[config.mk]
export PLATFORM = sky130hd
export DESIGN_NAME = cr16_datapath
export DESIGN_NICKNAME = d
export VERILOG_FILES = /design/src/rtl/cr16_pkg.sv /design/src/rtl/cr16_alu.sv /design/src/rtl/cr16_datapath.sv
export SDC_FILE = /design/constraint.sdc
export NUM_CORES = 1
export LEC_CHECK = 0
export ABC_AREA = 0
export CORE_ASPECT_RATIO = 1.1
export CORE_MARGIN = 2
export CORE_UTILIZATION = 35
export CTS_CLUSTER_DIAMETER = 60
export DETAILED_ROUTE_END_ITERATION = 8
export GPL_ROUTABILITY_DRIVEN = 0
export SETUP_SLACK_MARGIN = 0.02
export SYNTH_ARGS = -nofsm -noshare
export SYNTH_HDL_FRONTEND = slang
export SYNTH_HIERARCHICAL = 1
export SYNTH_SLANG_ARGS = --single-unit
[constraint.sdc]
create_clock -name I_CLK -period 20.8 [get_ports I_CLK]
set_input_delay 3.12 -clock I_CLK [delete_from_list [all_inputs] [get_ports I_CLK]]
set_output_delay 3.12 -clock I_CLK [all_outputs]
set_load 0.05 [all_outputs]
[src/rtl/cr16_pkg.sv]
// Shared constants for the CR16 datapath: widths, opcode encodings, flag bit positions.
package cr16_pkg;
  localparam int DW     = 16;
  localparam int NREGS  = 16;
  localparam int NFLAGS = 5;

  localparam logic [3:0] OP_ADD  = 4'd0;
  localparam logic [3:0] OP_SUB  = 4'd1;
  localparam logic [3:0] OP_CMP  = 4'd2;
  localparam logic [3:0] OP_AND  = 4'd3;
  localparam logic [3:0] OP_OR   = 4'd4;
  localparam logic [3:0] OP_XOR  = 4'd5;
  localparam logic [3:0] OP_NOT  = 4'd6;
  localparam logic [3:0] OP_LSH  = 4'd7;
  localparam logic [3:0] OP_RSH  = 4'd8;
  localparam logic [3:0] OP_ARSH = 4'd9;
  localparam logic [3:0] OP_MOV  = 4'd10;
  localparam logic [3:0] OP_LUI  = 4'd11;
  localparam logic [3:0] OP_MUL  = 4'd12;

  localparam int FLG_C = 0;
  localparam int FLG_L = 1;
  localparam int FLG_F = 2;
  localparam int FLG_Z = 3;
  localparam int FLG_N = 4;

  function automatic logic op_valid(input logic [3:0] op);
    return op <= OP_MUL;
  endfunction
endpackage

[src/rtl/cr16_alu.sv]
// Combinational CR16 ALU: result plus candidate flag values and a per-flag write mask.
module cr16_alu
  import cr16_pkg::*;
(
  input  logic [DW-1:0]     a_i,
  input  logic [DW-1:0]     b_i,
  input  logic [3:0]        op_i,
  output logic [DW-1:0]     result_o,
  output logic [NFLAGS-1:0] flags_o,
  output logic [NFLAGS-1:0] flag_we_o
);
  logic [DW:0]   sum, diff;
  logic [DW-1:0] prod;

  assign sum  = {1'b0, a_i} + {1'b0, b_i};
  assign diff = {1'b0, a_i} - {1'b0, b_i};
  assign prod = a_i * b_i;

  always_comb begin
    result_o = '0;
    unique case (op_i)
      OP_ADD:  result_o = sum[DW-1:0];
      OP_SUB:  result_o = diff[DW-1:0];
      OP_CMP:  result_o = a_i;
      OP_AND:  result_o = a_i & b_i;
      OP_OR:   result_o = a_i | b_i;
      OP_XOR:  result_o = a_i ^ b_i;
      OP_NOT:  result_o = ~a_i;
      OP_LSH:  result_o = a_i << b_i[3:0];
      OP_RSH:  result_o = a_i >> b_i[3:0];
      OP_ARSH: result_o = $unsigned($signed(a_i) >>> b_i[3:0]);
      OP_MOV:  result_o = b_i;
      OP_LUI:  result_o = {b_i[7:0], 8'h00};
      OP_MUL:  result_o = prod;
      default: result_o = '0;
    endcase
  end

  // Mask selects which flags an opcode owns; unmasked flags keep their old value.
  always_comb begin
    flags_o   = '0;
    flag_we_o = '0;
    if (op_valid(op_i) && op_i != OP_CMP) begin
      flag_we_o[FLG_Z] = 1'b1;
      flag_we_o[FLG_N] = 1'b1;
      flags_o[FLG_Z]   = (result_o == '0);
      flags_o[FLG_N]   = result_o[DW-1];
    end
    if (op_i == OP_ADD) begin
      flag_we_o[FLG_C] = 1'b1;
      flag_we_o[FLG_F] = 1'b1;
      flags_o[FLG_C]   = sum[DW];
      flags_o[FLG_F]   = (a_i[DW-1] == b_i[DW-1]) && (result_o[DW-1] != a_i[DW-1]);
    end else if (op_i == OP_SUB) begin
      flag_we_o[FLG_C] = 1'b1;
      flag_we_o[FLG_F] = 1'b1;
      flags_o[FLG_C]   = diff[DW];
      flags_o[FLG_F]   = (a_i[DW-1] != b_i[DW-1]) && (result_o[DW-1] != a_i[DW-1]);
    end else if (op_i == OP_CMP) begin
      flag_we_o[FLG_Z] = 1'b1;
      flag_we_o[FLG_L] = 1'b1;
      flag_we_o[FLG_N] = 1'b1;
      flags_o[FLG_Z]   = (a_i == b_i);
      flags_o[FLG_L]   = (a_i < b_i);
      flags_o[FLG_N]   = ($signed(a_i) < $signed(b_i));
    end
  end
endmodule

[src/rtl/cr16_datapath.sv]
// CR16 datapath: 16x16 register file with two read ports, ALU and status-flag register.
module cr16_datapath
  import cr16_pkg::*;
(
  input  logic              I_CLK,
  input  logic              I_RESET,
  input  logic              I_ENABLE,
  input  logic [NREGS-1:0]  I_REG_ENABLE,
  input  logic [3:0]        I_OPCODE,
  input  logic [3:0]        I_READ_PORT_A_SEL,
  input  logic [3:0]        I_READ_PORT_B_SEL,
  input  logic [DW-1:0]     I_IMMEDIATE,
  input  logic              I_IMM_SEL,
  output logic [DW-1:0]     O_WRITE_PORT,
  output logic [NFLAGS-1:0] O_FLAGS
);
  logic [DW-1:0]     regs_q [NREGS];
  logic [NFLAGS-1:0] flags_q, flags_d;
  logic [DW-1:0]     opa, opb;
  logic [NFLAGS-1:0] alu_flags, alu_we;

  assign opa = regs_q[I_READ_PORT_A_SEL];
  assign opb = I_IMM_SEL ? I_IMMEDIATE : regs_q[I_READ_PORT_B_SEL];

  cr16_alu u_alu (
    .a_i       (opa),
    .b_i       (opb),
    .op_i      (I_OPCODE),
    .result_o  (O_WRITE_PORT),
    .flags_o   (alu_flags),
    .flag_we_o (alu_we)
  );

  // Reserved opcodes produce an all-zero mask, so flags hold without an extra check.
  always_comb begin
    flags_d = flags_q;
    if (I_ENABLE) flags_d = (flags_q & ~alu_we) | (alu_flags & alu_we);
  end

  always_ff @(posedge I_CLK) begin
    if (I_RESET) begin
      for (int i = 0; i < NREGS; i++) regs_q[i] <= '0;
      flags_q <= '0;
    end else begin
      flags_q <= flags_d;
      if (I_ENABLE)
        for (int i = 0; i < NREGS; i++)
          if (I_REG_ENABLE[i]) regs_q[i] <= O_WRITE_PORT;
    end
  end

  assign O_FLAGS = flags_q;
endmodule

* Word-level counts from Yosys, hierarchy flattened
Memories as Yosys holds them, arrays and structs flattened.
Index checks and enable logic that the tools add are counted.
** Word-level totals
- Flip-flop bits (word level) :: 5
- Bits in latches :: 0
- Bits in writable memories :: 256
- Memory bits (read-only) :: 0
- Bits of input ports :: 48
- Memories kept :: 1
** Cells by class
- Add/subtract/negate cells :: 2
- $mul :: 1
- Divide/modulo/power cells :: 0
- Order comparisons :: 3
- Eq/ne operators :: 17
- Shift operators :: 3
- Muxes and demuxes :: 104
- Bitwise gates (word level) :: 24
- Reduce and logical (&&, ||, !) cells :: 5
** Memories
- regs_q :: depth 16, width 16, rd ports 2, clocked after memory_dff 0, wr ports 16, RTL line cr16_datapath.sv:17 : logic [DW-1:0] regs_q [NREGS];
** Operators by type and width (number)
- two-way mux 16 bit :: 17
- case mux 16 bit (13 select lines) :: 1
- two-way mux 1 bit :: 78
- < comparator 16 bit :: 2
- equality test 4 bit, second input constant :: 5
- adder 16 x 16 -> 17 bit :: 1
- subtractor 16 x 16 -> 17 bit :: 1
- AND 16 bit :: 1
- equality test 16 bit :: 1
- equality test 4 x 3 -> 1 bit, second input constant :: 4
- zero test 16 bit :: 1
- multiplier 16 x 16 -> 16 bit :: 1
- two-way mux 2 bit :: 8
- NOT 16 bit :: 1
- bitwise OR 1 bit :: 16
- bitwise OR 16 bit :: 1
- left shift 16 x 4 -> 16 bit :: 1
- >> shifter 16 x 4 -> 16 bit :: 1
- >>> shifter 16 x 4 -> 16 bit :: 1
- bitwise XOR 16 bit :: 1
- AND 5 bit :: 2
- equality test 4 x 2 -> 1 bit, second input constant :: 2
- NOT 5 bit :: 1
- bitwise OR 5 bit :: 1
- other kinds (7) :: 10

* Logic depth before layout (Yosys ltp)
An unclocked memory read counts as a cell.
- Depth in word-level cells :: 11
- Gate-level depth with buffers :: 33
- Gate-level depth less buffers :: 27

* By module
The synthesis kept the hierarchy.
** By module, submodules not included
- cr16_datapath :: times used 1, cells each 787, area each 13025.0 um^2, sequential area each 7787.5 um^2
- cr16_alu :: times used 1, cells each 1198, area each 8951.1 um^2, sequential area each 0.0 um^2

* Worst setup path after synthesis
OpenSTA, ideal clock, no wires.
- Kind :: input to output
- Start :: input I_READ_PORT_B_SEL[2]
- End :: output O_WRITE_PORT[15]
- Data arrival time :: 11.136 ns
- Data required time :: 17.680 ns
- Slack :: 6.544 ns
- Cell stages on the path :: 26
- Buffers on the path :: 7
- Path through :: buf_4 buf_4 buf_2 mux4_2 o22ai_1 a221oi_1 buf_4 buf_2 buf_2 buf_1 nand2_1 fa_1 fa_1 inv_1 fa_1 fa_1 fa_1 inv_1 fa_1 inv_1 ha_1 a21o_1 a31oi_1 o21ai_0 xnor2_1 o2111ai_1
** On the way
- Cells in the longest elaborated chain, start to end :: 4
- Elaborated cells between the ends (all ways) :: 12
** RTL lines
- start: declaration :: RTL line cr16_datapath.sv:11 : input logic [3:0] I_READ_PORT_B_SEL,
- memory (16 x 16 bit) (*)
- two-way mux 16 bit (*) :: RTL line cr16_datapath.sv:23 : assign opb = I_IMM_SEL ? I_IMMEDIATE : regs_q[I_READ_PORT_B_SEL];
- net opb[1] :: RTL line cr16_datapath.sv:19 : logic [DW-1:0] opa, opb;
- multiplier 16 x 16 -> 16 bit (tied with other cells) :: RTL line cr16_alu.sv:17 : assign prod = a_i * b_i;
- case mux 16 bit (13 select lines) (*) :: RTL line cr16_alu.sv:21 : unique case (op_i)
- end: declaration :: RTL line cr16_datapath.sv:14 : output logic [DW-1:0] O_WRITE_PORT,
Mark *: on every way through the listed nets, which the timed path passes. The rest lies on a longest branch.

* Worst setup path in the final report
- Start :: input I_READ_PORT_B_SEL[3]
- End :: output O_WRITE_PORT[13]
The elaborated chain is that of the path after synthesis.

==> impl_summary.txt <==
----------------------------------------------------
[Run status]
  Run status ... complete, no violations

[Cells and area]
  Layout cells sized above 1 ... 14.21%
  Util after Layout ... 38.89%
  Area of the multi-input gates ... 12,800 µm²
  Largest reg by FF count ... regs_q
  Biggest regs ... regs_q (256)
  Most frequent standard cell in the layout excluding fill and tap cells ... sky130_fd_sc_hd__nor2_1
  NumNets Final ... 2,196
  Syn-to-layout area delta ... 10.10%
  Area of all placed cells without fillers ... 24,200 µm²
  Highest-count cells in the layout ignoring fill and taps ... sky130_fd_sc_hd__nor2_1 (306), sky130_fd_sc_hd__edfxtp_1 (256), sky130_fd_sc_hd__inv_1 (173)
  Largest register FFs ... 256
  Area taken by flip-flops and latches ... 7787 µm²
  Layout filler cell count ... 6,104

[Placed design]
  Placement Cell Area ... 23,400 µm²
  Detailed placement HPWL ... 52.68 mm
  Number of I/O port buffers ... 68

[Routing]
  Via count normalized by instance count ... 6.193
  Post-route DRC ... 0
  Routed via count ... 17,460
  Remaining antenna violation count ... 0
  Met3 routed WL ... 7.703 mm
  Detailed-route wire length per cell ... 27.44 µm
  Routed Wire Length ... 77.35 mm
  1st-iter DRT viols ... 2,653
  Top Metal Used ... met4
  Metal1 wirelength ... 28.59 mm
  Number of detailed-routing iterations run before antenna repair ... 6
  Sum of met2 wire segment lengths after detailed routing ... 36.34 mm

[Synthesis]
  Seq cells post-synth ... 261
  Post-synthesis instance total ... 1,985
  Top-area cell type share of the netlist area ... 34.98%
  Number of distinct library cell variants in the gate-level netlist after synthesis ... 91
  Post-synth EDFFs ... 256
  Post-synthesis area per instance ... 11.07 µm²
  Net count of the mapped netlist ... 2,214
  Mapped cell area ... 21,980 µm²
  Leading area contributor after synthesis ... sky130_fd_sc_hd__edfxtp_1
  Cell types with the largest area share after synthesis ... sky130_fd_sc_hd__edfxtp_1 (35%), sky130_fd_sc_hd__mux4_2 (13%), sky130_fd_sc_hd__fa_1 (7.4%), sky130_fd_sc_hd__ha_1 (5.7%), sky130_fd_sc_hd__nor2_1 (5.2%)
  Share of synthesized registers carrying an async set or reset ... 0%
  Sequential-to-total area share from yosys stat ... 35.44%
  Yosys warns ... 6
  Dominant register cell in the synthesized netlist ... sky130_fd_sc_hd__edfxtp_1

[Clock network]
  Clock tree sinks ... 261
  Maximum buffer depth of the clock tree ... 3
  Clock insertion delay at the later pin of the skew report ... 540 ps
  Number of levels in the clock H-tree ... 1
  CTS tree ... done
  Library cell used as clock root buffer ... sky130_fd_sc_hd__clkbuf_16
  Number of post-CTS setup repair buffers ... 0
  CTS clock-pin slew for the worst setup and hold paths ... 60 ps
  Number of gates resized after CTS ... 0
  Number of hold buffers added after CTS ... 0
  Clock buffers created by TritonCTS ... 24

[Setup path]
  Kind of end point of the critical path ... output port
  Number of cells on the worst reg-to-reg path ... 28
  Data required time at the worst endpoint ... 17,680 ps
  Worst-path fanout max ... 46
  Critical path arrival ... 12,420 ps
  Startpoint-to-endpoint class of the critical path ... input port to output port
  Type of element launching the critical path ... input port
  R2r setup slk ... 11,940 ps
  Worst r2r src ... regs_q[15][2]

[Worst hold path]
  Min-Delay Path Class ... register to register
  Worst Hold Depth ... 2

[Pwr]
  Pleak ... 9.474 nW
  Power per Cell Area ... 139.5 nW/µm²
  Worst supply voltage drop on vdd ... 175.6 µV

[Floorplanning]
  Area of the die ... 64,810 µm²
  Total number of placement rows ... 96
  Die Span X ... 242.9 µm
  Area inside the core boundary ... 62,220 µm²
  I/O pin count ... 69
  Die extent in y ... 266.8 µm
  Initial Util ... 35.32%

[Global routing]
  Largest net degree at the start of global routing ... 65
  Antenna violations before repair ... 0
  Global router's overall resource usage ... 23.26%
  Via count of the first global-routing pass ... 17,130
  GR Overflow Total ... 0
  First-pass GRT wire length ... 112.9 mm

[Timing]
  Setup repair after global routing missed its margin ... no
  Fin crit period ... 15,540 ps
  Number of hold violations in the final report ... 0
  Fmax ... 64.35 MHz
  Rel. slew slack ... 17.12%
  Crit share post-route ... 74.71%
  Worst clock skew ... 13.79 ps
  Setup TNS ... 0 ps
  Final setup violation count ... 0
  Transition at the pin with the smallest max-transition slack ... 1243 ps
  Number of max-slew violations in the final report ... 0

[Flow run]
  Max Cap Violations ... 0

----------------------------------------------------
layer usage:
metal,GRT usage (%),up-vias
li1,-,7254
met2,38.10,1225
met3,3.419,252
met5,0,-
met4,13.28,0
met1,29.51,8726
worst max-delay path by stage:
stage	slack [ps]	cells after the start	end	start
after detailed placement	5440	24	O_WRITE_PORT[13]	I_READ_PORT_B_SEL[3]
after global routing	4980	24	O_WRITE_PORT[15]	I_READ_PORT_B_SEL[3]
after floorplan	6540	26	O_WRITE_PORT[15]	I_READ_PORT_B_SEL[2]
after global placement	5590	27	O_WRITE_PORT[13]	I_READ_PORT_B_SEL[1]
after CTS	5420	24	O_WRITE_PORT[13]	I_READ_PORT_B_SEL[3]
final	5260	24	O_WRITE_PORT[13]	I_READ_PORT_B_SEL[3]
layout make-up:
type	instances	area share, %
clock inverter	15	0.6257
timing repair buffer	127	4.530
tap	833	4.308
inverter	179	2.777
sequential	261	32.19
multi-input combinational	1374	52.92
clock buffer	29	2.648
antenna	1	0.01034
logic make-up (layout without fill, tap and decap cells):
| group | Yosys count | in the layout | share of synthesized area, % |
|---|---|---|---|
| AND/OR/NAND/NOR | 627 | 627 | 13.11 |
| XOR/XNOR | 50 | 50 | 2.055 |
| AO/OA/AOI/OAI | 302 | 302 | 9.855 |
| multiplexers | 214 | 214 | 19.75 |
| flip-flops | 261 | 261 | 35.44 |
| adder cells (fa/ha/maj) | 181 | 181 | 13.07 |
| other | 0 | 1 | 0 |
| buffers and inverters | 350 | 350 | 6.718 |
synth_stat cells, types with 8 or more instances:
library cell,number
sky130_fd_sc_hd__nor2_1,306
sky130_fd_sc_hd__edfxtp_1,256
sky130_fd_sc_hd__inv_1,173
sky130_fd_sc_hd__nand2_1,130
sky130_fd_sc_hd__mux4_2,127
sky130_fd_sc_hd__ha_1,100
sky130_fd_sc_hd__clkbuf_1,99
sky130_fd_sc_hd__fa_1,81
sky130_fd_sc_hd__o21ai_0,50
sky130_fd_sc_hd__a21oi_1,43
sky130_fd_sc_hd__nand2b_1,41
sky130_fd_sc_hd__mux4_1,36
sky130_fd_sc_hd__mux2i_1,35
sky130_fd_sc_hd__xnor2_1,35
sky130_fd_sc_hd__a221oi_1,28
sky130_fd_sc_hd__buf_2,27
sky130_fd_sc_hd__nand3_1,26
sky130_fd_sc_hd__buf_1,23
sky130_fd_sc_hd__nor3_1,22
sky130_fd_sc_hd__o22ai_1,21
sky130_fd_sc_hd__mux2_2,15
sky130_fd_sc_hd__nor2b_1,15
sky130_fd_sc_hd__a31oi_1,14
sky130_fd_sc_hd__o211ai_1,14
sky130_fd_sc_hd__xor2_1,14
sky130_fd_sc_hd__a21o_1,13
sky130_fd_sc_hd__buf_4,13
sky130_fd_sc_hd__a211oi_1,12
sky130_fd_sc_hd__a22oi_1,12
sky130_fd_sc_hd__and3_1,10
sky130_fd_sc_hd__nor4_1,10
sky130_fd_sc_hd__nand3b_1,9
sky130_fd_sc_hd__a221o_1,8
sky130_fd_sc_hd__or4_1,8
power by group:
group | switching, W | internal [W] | total, W
combinational | 0.00134 | 0.000849 | 0.00219
sequential | 0.0000433 | 0.000688 | 0.000731
clock | 0.000197 | 0.000257 | 0.000454
total | 0.00158 | 0.00179 | 0.00338
critical path: stages:
cell	delay (ps)
sky130_fd_sc_hd__buf_2	750
sky130_fd_sc_hd__or2_2	650
sky130_fd_sc_hd__o22ai_1	200
sky130_fd_sc_hd__a221oi_4	260
sky130_fd_sc_hd__buf_4	510
sky130_fd_sc_hd__inv_1	560
sky130_fd_sc_hd__nor2_1	290
sky130_fd_sc_hd__fa_1	480
sky130_fd_sc_hd__fa_1	500
sky130_fd_sc_hd__ha_1	200
sky130_fd_sc_hd__fa_1	480
sky130_fd_sc_hd__inv_1	60
sky130_fd_sc_hd__fa_1	490
sky130_fd_sc_hd__fa_1	490
sky130_fd_sc_hd__inv_1	40
sky130_fd_sc_hd__ha_1	330
sky130_fd_sc_hd__or3_1	410
sky130_fd_sc_hd__a31oi_1	210
sky130_fd_sc_hd__a31oi_1	150
sky130_fd_sc_hd__a31oi_1	320
sky130_fd_sc_hd__xnor2_1	130
sky130_fd_sc_hd__a21oi_1	290
sky130_fd_sc_hd__or4b_2	700
sky130_fd_sc_hd__clkdlybuf4s50_1	750
per-stage QoR:
step	total power (W)	hold slack [ps]	cells	setup slack [ps]
finish	0.003376	462.8	2819	5260
global route	0.003580	482.6	2818	4979
CTS	0.003328	466.1	2818	5419
detailed placement	0.002869	456.1	2774	5439
global placement	0.002840	445.3	2774	5587
floorplan	0.002229	671.1	1985	6544
No activity file was read; power rests on OpenSTA's default activity.
